[src/rtl/load_store_controller.sv]
// rtl/load_store_controller.sv - MIPS load/store sequencer for a word-addressed Avalon-style data bus
module load_store_controller #(
  parameter int unsigned TIMEOUT_CYCLES = 255
) (
  input  logic        clk,
  input  logic        reset_n,
  input  logic        start,
  input  logic [5:0]  opcode,
  input  logic [31:0] base,
  input  logic [15:0] itype_immediate,
  input  logic [31:0] store_data,
  output logic        busy,
  output logic        done,
  output logic [31:0] load_data,
  output logic        addr_error,
  output logic        bus_error,
  output logic [31:0] address,
  output logic        read,
  output logic        write,
  output logic [31:0] writedata,
  output logic [3:0]  byteenable,
  input  logic [31:0] readdata,
  input  logic        waitrequest
);

  localparam logic [1:0] S_IDLE = 2'd0;
  localparam logic [1:0] S_REQ  = 2'd1;
  localparam logic [1:0] S_DONE = 2'd2;

  localparam logic [5:0] OP_LB  = 6'h20;
  localparam logic [5:0] OP_LH  = 6'h21;
  localparam logic [5:0] OP_LW  = 6'h23;
  localparam logic [5:0] OP_LBU = 6'h24;
  localparam logic [5:0] OP_LHU = 6'h25;
  localparam logic [5:0] OP_SB  = 6'h28;
  localparam logic [5:0] OP_SH  = 6'h29;
  localparam logic [5:0] OP_SW  = 6'h2B;

  logic [1:0]  state_q, state_d;
  logic [5:0]  op_q, op_d;
  logic [31:0] ea_q, ea_d;
  logic [31:0] sdata_q, sdata_d;
  logic [31:0] wait_cnt_q, wait_cnt_d;
  logic [31:0] load_data_q, load_data_d;
  logic        addr_err_q, addr_err_d;
  logic        bus_err_q, bus_err_d;

  logic [31:0] new_ea;
  logic        new_valid;
  logic        new_misaligned;
  logic        is_store;
  logic [7:0]  byte_sel;
  logic [15:0] half_sel;
  logic [31:0] load_fmt;

  // Decode the incoming request: effective address, legality and alignment
  always_comb begin
    new_ea         = base + {{16{itype_immediate[15]}}, itype_immediate};
    new_valid      = 1'b0;
    new_misaligned = 1'b0;
    case (opcode)
      OP_LB, OP_LBU, OP_SB: new_valid = 1'b1;
      OP_LH, OP_LHU, OP_SH: begin
        new_valid      = 1'b1;
        new_misaligned = new_ea[0];
      end
      OP_LW, OP_SW: begin
        new_valid      = 1'b1;
        new_misaligned = |new_ea[1:0];
      end
      default: ;
    endcase
  end

  // Bus lane enables and replicated store data from the latched request
  always_comb begin
    is_store   = 1'b0;
    byteenable = 4'b0000;
    writedata  = 32'd0;
    case (op_q)
      OP_LB, OP_LBU: byteenable = 4'b0001 << ea_q[1:0];
      OP_LH, OP_LHU: byteenable = ea_q[1] ? 4'b1100 : 4'b0011;
      OP_LW:         byteenable = 4'b1111;
      OP_SB: begin
        is_store   = 1'b1;
        byteenable = 4'b0001 << ea_q[1:0];
        writedata  = {4{sdata_q[7:0]}};
      end
      OP_SH: begin
        is_store   = 1'b1;
        byteenable = ea_q[1] ? 4'b1100 : 4'b0011;
        writedata  = {2{sdata_q[15:0]}};
      end
      OP_SW: begin
        is_store   = 1'b1;
        byteenable = 4'b1111;
        writedata  = sdata_q;
      end
      default: ;
    endcase
  end

  // Lane selection and sign/zero extension of the returned word
  always_comb begin
    case (ea_q[1:0])
      2'd0:    byte_sel = readdata[7:0];
      2'd1:    byte_sel = readdata[15:8];
      2'd2:    byte_sel = readdata[23:16];
      default: byte_sel = readdata[31:24];
    endcase
    half_sel = ea_q[1] ? readdata[31:16] : readdata[15:0];
    case (op_q)
      OP_LB:   load_fmt = {{24{byte_sel[7]}}, byte_sel};
      OP_LBU:  load_fmt = {24'd0, byte_sel};
      OP_LH:   load_fmt = {{16{half_sel[15]}}, half_sel};
      OP_LHU:  load_fmt = {16'd0, half_sel};
      default: load_fmt = readdata;
    endcase
  end

  // Sequencer next-state: accept in IDLE, hold the bus in REQ, pulse in DONE
  always_comb begin
    state_d     = state_q;
    op_d        = op_q;
    ea_d        = ea_q;
    sdata_d     = sdata_q;
    wait_cnt_d  = wait_cnt_q;
    load_data_d = load_data_q;
    addr_err_d  = addr_err_q;
    bus_err_d   = bus_err_q;
    case (state_q)
      S_IDLE: begin
        if (start && new_valid) begin
          op_d       = opcode;
          ea_d       = new_ea;
          sdata_d    = store_data;
          wait_cnt_d = 32'd0;
          addr_err_d = new_misaligned;
          bus_err_d  = 1'b0;
          state_d    = new_misaligned ? S_DONE : S_REQ;
        end
      end
      S_REQ: begin
        if (!waitrequest) begin
          if (!is_store) load_data_d = load_fmt;
          state_d = S_DONE;
        end else begin
          wait_cnt_d = wait_cnt_q + 32'd1;
          if ((TIMEOUT_CYCLES != 0) && (wait_cnt_d == TIMEOUT_CYCLES)) begin
            bus_err_d = 1'b1;
            state_d   = S_DONE;
          end
        end
      end
      S_DONE:  state_d = S_IDLE;
      default: state_d = S_IDLE;
    endcase
  end

  // State and request registers with asynchronous clear
  always_ff @(posedge clk or negedge reset_n) begin
    if (!reset_n) begin
      state_q     <= S_IDLE;
      op_q        <= 6'd0;
      ea_q        <= 32'd0;
      sdata_q     <= 32'd0;
      wait_cnt_q  <= 32'd0;
      load_data_q <= 32'd0;
      addr_err_q  <= 1'b0;
      bus_err_q   <= 1'b0;
    end else begin
      state_q     <= state_d;
      op_q        <= op_d;
      ea_q        <= ea_d;
      sdata_q     <= sdata_d;
      wait_cnt_q  <= wait_cnt_d;
      load_data_q <= load_data_d;
      addr_err_q  <= addr_err_d;
      bus_err_q   <= bus_err_d;
    end
  end

  assign busy       = (state_q != S_IDLE);
  assign done       = (state_q == S_DONE);
  assign addr_error = done & addr_err_q;
  assign bus_error  = done & bus_err_q;
  assign read       = (state_q == S_REQ) & ~is_store;
  assign write      = (state_q == S_REQ) & is_store;
  assign address    = {ea_q[31:2], 2'b00};
  assign load_data  = load_data_q;

endmodule

[config.mk]
export PLATFORM = sky130hd
export DESIGN_NAME = load_store_controller
export DESIGN_NICKNAME = d
export VERILOG_FILES = /design/src/rtl/load_store_controller.sv
export SDC_FILE = /design/constraint.sdc
export NUM_CORES = 1
export LEC_CHECK = 0
export ABC_AREA = 1
export BUFFER_PORTS_ARGS = -buffer_cell sky130_fd_sc_hd__buf_2
export CORE_UTILIZATION = 55
export CTS_BUF_LIST = sky130_fd_sc_hd__clkbuf_8
export CTS_CLUSTER_DIAMETER = 40
export DETAILED_ROUTE_END_ITERATION = 10
export GPL_ROUTABILITY_DRIVEN = 0
export GPL_TIMING_DRIVEN = 0
export PLACE_DENSITY_LB_ADDON = 0.1
export SLEW_MARGIN = 40
export SYNTH_ARGS = -nofsm -noshare
export SYNTH_HDL_FRONTEND = slang
export SYNTH_SLANG_ARGS = --single-unit
[constraint.sdc]
create_clock -name clk -period 2.61 [get_ports clk]
set_input_delay 0.1305 -clock clk [delete_from_list [all_inputs] [get_ports clk]]
set_output_delay 0.1305 -clock clk [all_outputs]
set_load 0.1 [all_outputs]
# Word level (Yosys, flattened, before mapping)
# Cells that the tools add are included.
# classes
addsub	2
n_reduce_logical	18
eq_ne	25
muxes	21
n_bitwise	6
n_shift	1
# ops
cell	count
case mux 32 bit (4 select lines)	1
equality test 6 bit (second input constant)	16
case mux 32 bit (3 select lines)	1
two-way mux 32 bit	2
case mux 32 bit (2 select lines)	1
adder 32 x 1 -> 32 bit (second input constant)	1
adder 32 bit	1
equality test 32 x 8 -> 1 bit (second input constant)	1
case mux 8 bit (3 select lines)	1
two-way mux 16 bit	1
case mux 4 bit (3 select lines)	1
OR reduction 3 bit	4
two-way mux 2 bit	4
OR reduction 8 bit	1
inequality test 2 bit (second input constant)	3
AND reduction 3 bit	2
OR reduction 2 bit	3
two-way mux 1 bit	5
AND 1 bit	4
equality test 2 x 1 -> 1 bit (second input constant)	2
equality test 2 bit (second input constant)	2
logical NOT 2 bit	2
two-way mux 4 bit	1
case mux 1 bit (2 select lines)	2
other kinds (8)	11
# totals
in_bits	122
regBits	138
output_inout_bits	106
wordCells	81

# Depth between registers and ports, before layout
# depth
depth_word	6
mapped_depth	16
depth_no_buf	16

# Worst setup path after synthesis
# Ideal clock, no wire load.
# synth_timing
kind	reg2out
startpoint	register op_q[4]
endpoint	output port writedata[10]
stages_incl_launch_ff	6
setup_slack_ns	-0.782
t_required_ns	2.480
arrival_time_ns	3.262
n_path_buf	0
path_cell_list	dfrtp_1 -> nor2_4 -> nand4_1 -> nor2_2 -> inv_1 -> o21ai_0
# synth_between
elab_chain_cells	2
elab_cells_between_ends	4
cone_classes	3 x eq/ne; 1 x mux
# synth_rtl
element	line_no	rtl
start: declaration	40	logic [5:0] op_q, op_d;
start signal: assignment	173	op_q <= op_d;
equality test 6 bit	80	case (op_q)
case mux 32 bit (3 select lines) *	80	
end: declaration	20	output logic [31:0] writedata,
# Mark *: on every way between the ends. The rest lies on a longest branch, timed or not.

# Worst setup path after layout
# layout_timing
startpoint	register op_q[3]
endpoint	output port writedata[23]
# Same word-level chain as after synthesis.

==> impl_metrics.json <==
{
  "final_layout_size_suffix_gt1_share_pct": 21.7,
  "ys_top_cells_by_count": "nand2_1, inv_1, dfrtp_1",
  "grt_max_degree": 73,
  "area_growth_pct": 28.5,
  "required_ns": 2.48,
  "powerDensity_nw_per_um2": 1070,
  "die_y_microns": 133,
  "critPathSlowestCell": "dfrtp_2",
  "grt_util_all_layers_pct": 33.0,
  "row_count": 47,
  "clock.fmax_mhz": 395,
  "wl_per_cell_microns": 15.4,
  "antenna_found_initial": 0,
  "yosysMostFrequentCell": "nand2_1",
  "viasPerCell": 5.47,
  "setup_violations": 0,
  "yosysSeqAreaShare_pct": 36.8,
  "drc": 0,
  "finalClockSkew_ns": 0.00934,
  "nets": 1804,
  "finalHoldViolCount": 0,
  "synth_cell_types": 53,
  "worst_pin_slew_ns": 0.667,
  "drtAntennaViolNets": 0,
  "maxCapViolCount": 0,
  "fin_crit_sh_pct": 97.0,
  "synthCells": 1337,
  "cp-end-kind": "primary output",
  "path_clk_slew_ns": 0.08,
  "start_util_pct": 56.3,
  "vias": 10298,
  "fin_crit_ns": 2.53,
  "finalInstanceArea_sq_um": 12000,
  "cp-start-kind": "flop",
  "leakagePower_nw": 6.09,
  "max_slew_margin_pct": 55.3,
  "asyncSetResetFlopFracSynth_pct": 100,
  "synth_edf_count": 0,
  "setup_ws_ns": 0.0790,
  "syn_avg_cell_area_sq_um": 7.01,
  "worstPathArrival_ns": 2.40,
  "postPlaceCellArea_sq_um": 10900,
  "grt_pass1_vias": 9828,
  "ir_worst_vdd_uv": 1130,
  "crit_chain": "inv_2 > nor2_2 > nand4_4 > nand2_2 > inv_1 > o21ai_1 > buf_6",
  "first_pass_iters": 6,
  "diodes": 0,
  "synth_top_area_share_pct": 36.8,
  "clock-sinks": 138,
  "overflow": 0,
  "io_pins": 228,
  "dpl.hpwl_microns": 20900,
  "drt-total-wl_microns": 28900,
  "numCtsBuffers": 17,
  "dieArea_sq_um": 17600,
  "slew_violations": 0,
  "fin_setup_tns_ns": 0,
  "synth_area_sq_um": 9380,
  "drtIter0Drc": 826,
  "ctsHtreeMaxLevel": 4,
  "dominantRegCellSynth": "dfrtp_1",
  "crit_buf_inv": 3,
  "crit_path_max_incr_delay_ns": 0.45,
  "min_path_type": "in -> reg",
  "synthTopCellsByArea": "dfrtp_1, nand2_1, o21ai_0",
  "cts_max_path_buffers": 2,
  "status": "completed",
  "cts_tree": "done",
  "place_ws_ns": -0.0386,
  "synth_seq_cells": 138,
  "synth_top_area_cell": "dfrtp_1",
  "grt_first_pass_wirelength_microns": 46300,
  "critPathTopFamily": "simple AND/OR/NAND/NOR gates",
  "synth_warnings": 0,
  "die_w_microns": 133,
  "crit_type": "reg -> out",
  "crit_fanout": 10,
  "insertion_delay_ns": 0.46,
  "root_buffer": "clkbuf_8",
  "io_buffers": 225,
  "core_area_sq_um": 16600
}
sequential cells by signal, summed over array words and instances (netlist names):
name / flops
load_data: 32
ea_q: 32
wait_cnt_q: 32
addr_err_q: 1
sdata_q: 32
op_q: 6
bus_err_q: 1
state_q: 2
cell type report:
cell class | count | area (sq um)
buffer | 65 | 382
clock buffer | 17 | 234
clock inverter | 15 | 168
fill | 1367 | 4600
inverter | 144 | 541
multi-input combinational | 991 | 5070
sequential | 138 | 3450
tap | 220 | 275
timing repair buffer | 291 | 1920
cells by family after synthesis:
family	count (synthesis)	share of synthesized area, %
AND/OR/NAND/NOR	666	30.4
XOR/XNOR	22	2.06
other	1	0.0400
flip-flops	138	36.8
AO/OA/AOI/OAI	266	16.1
buffers and inverters	209	9.80
multiplexers	1	0.120
adder cells (fa/ha/maj)	34	4.62
worst paths after layout:
| check | from | to | slack (ns) | cells after the start |
|---|---|---|---|---|
| min in group asynchronous | reset_n | load_data[28]$_DFFE_PN0P_ | 0.19 | 2 |
| min reg2reg | sdata_q[24]$_DFFE_PN0P_ | sdata_q[24]$_DFFE_PN0P_ | 0.48 | 2 |
| max reg2reg | wait_cnt_q[1]$_DFFE_PN0P_ | bus_err_q$_DFFE_PN0P_ | 0.25 | 16 |
| min | start | state_q[1]$_DFFE_PN0P_ | 0.008 | 3 |
| max in group asynchronous | reset_n | op_q[3]$_DFFE_PN0P_ | 1.63 | 3 |
| max | op_q[3]$_DFFE_PN0P_ | writedata[23] | 0.08 | 7 |
placed cells by master (no fill, tap or decap), drive strengths merged, types with 2 or more instances in the layout:
cell         instances
a21boi               2
a21o                 3
a21oi               62
a31oi                9
a41oi                2
buf                255
bufinv               2
clkbuf              57
clkinv               5
clkinvlp             3
conb                 2
dfrtp              138
dlygate4sd3         61
ha                  33
inv                149
nand2              428
nand3               59
nand3b               5
nand4                8
nor2               147
nor3                10
nor4                 3
o2111ai              7
o211ai              14
o21a                 2
o21ai              136
o21bai               5
o221ai               7
o22ai               14
or2                  4
xnor2               13
xor2                 9
where the power goes:
| group | internal [mW] | switching, mW |
|---|---|---|
| combinational | 1.61 | 6.17 |
| sequential | 2.86 | 0.454 |
| clock | 0.868 | 0.959 |
| total | 5.34 | 7.58 |
worst reg2reg max path, stage by stage (launching register included):
cell     delay (ns)
dfrtp_1        0.42
ha_2           0.30
nand2_2        0.11
nor2_4         0.18
nand2_4        0.10
nor2_8         0.18
nor2_2         0.06
nor2_1         0.14
nand2_1        0.08
nor2_1         0.14
nand2_1        0.08
nor2_2         0.13
nand3_2        0.11
nand2_2        0.08
nand2_1        0.05
nand2_1        0.06
nand2_1        0.04
stage by stage:
stage / power [mW] / hold WS (ns) / cells / util (%)
after floorplan: 9.48 / -0.165 / 1338 / -
after global placement: 10.7 / 0.332 / 1783 / 65.0
after detailed placement: 10.8 / 0.120 / 1784 / 65.2
after CTS: 12.8 / 0.00381 / 1879 / 71.7
after global routing: 13.5 / 0.0166 / 1881 / 72.4
final: 12.9 / 0.00849 / 1881 / 72.4
layer usage:
metal / GRT usage (%) / vias up / part of all wire (%)
met5: 0 / - / 0
met4: 13.9 / 0 / 3.4
met3: 4.90 / 88 / 7.3
met2: 56.8 / 500 / 48
met1: 41.3 / 4758 / 41
li1: - / 4952 / -
timing repair:
item / CTS / global route
hold buffers: 61 / 0
gates cloned: 0 / 0
gates resized for setup: 18 / 44
setup endpoints to repair: 37 / 38
pin swaps: 1 / 1
setup buffers: 2 / 2
hold endpoints to repair: 126 / 0
Power figures use the tool's default switching activity.
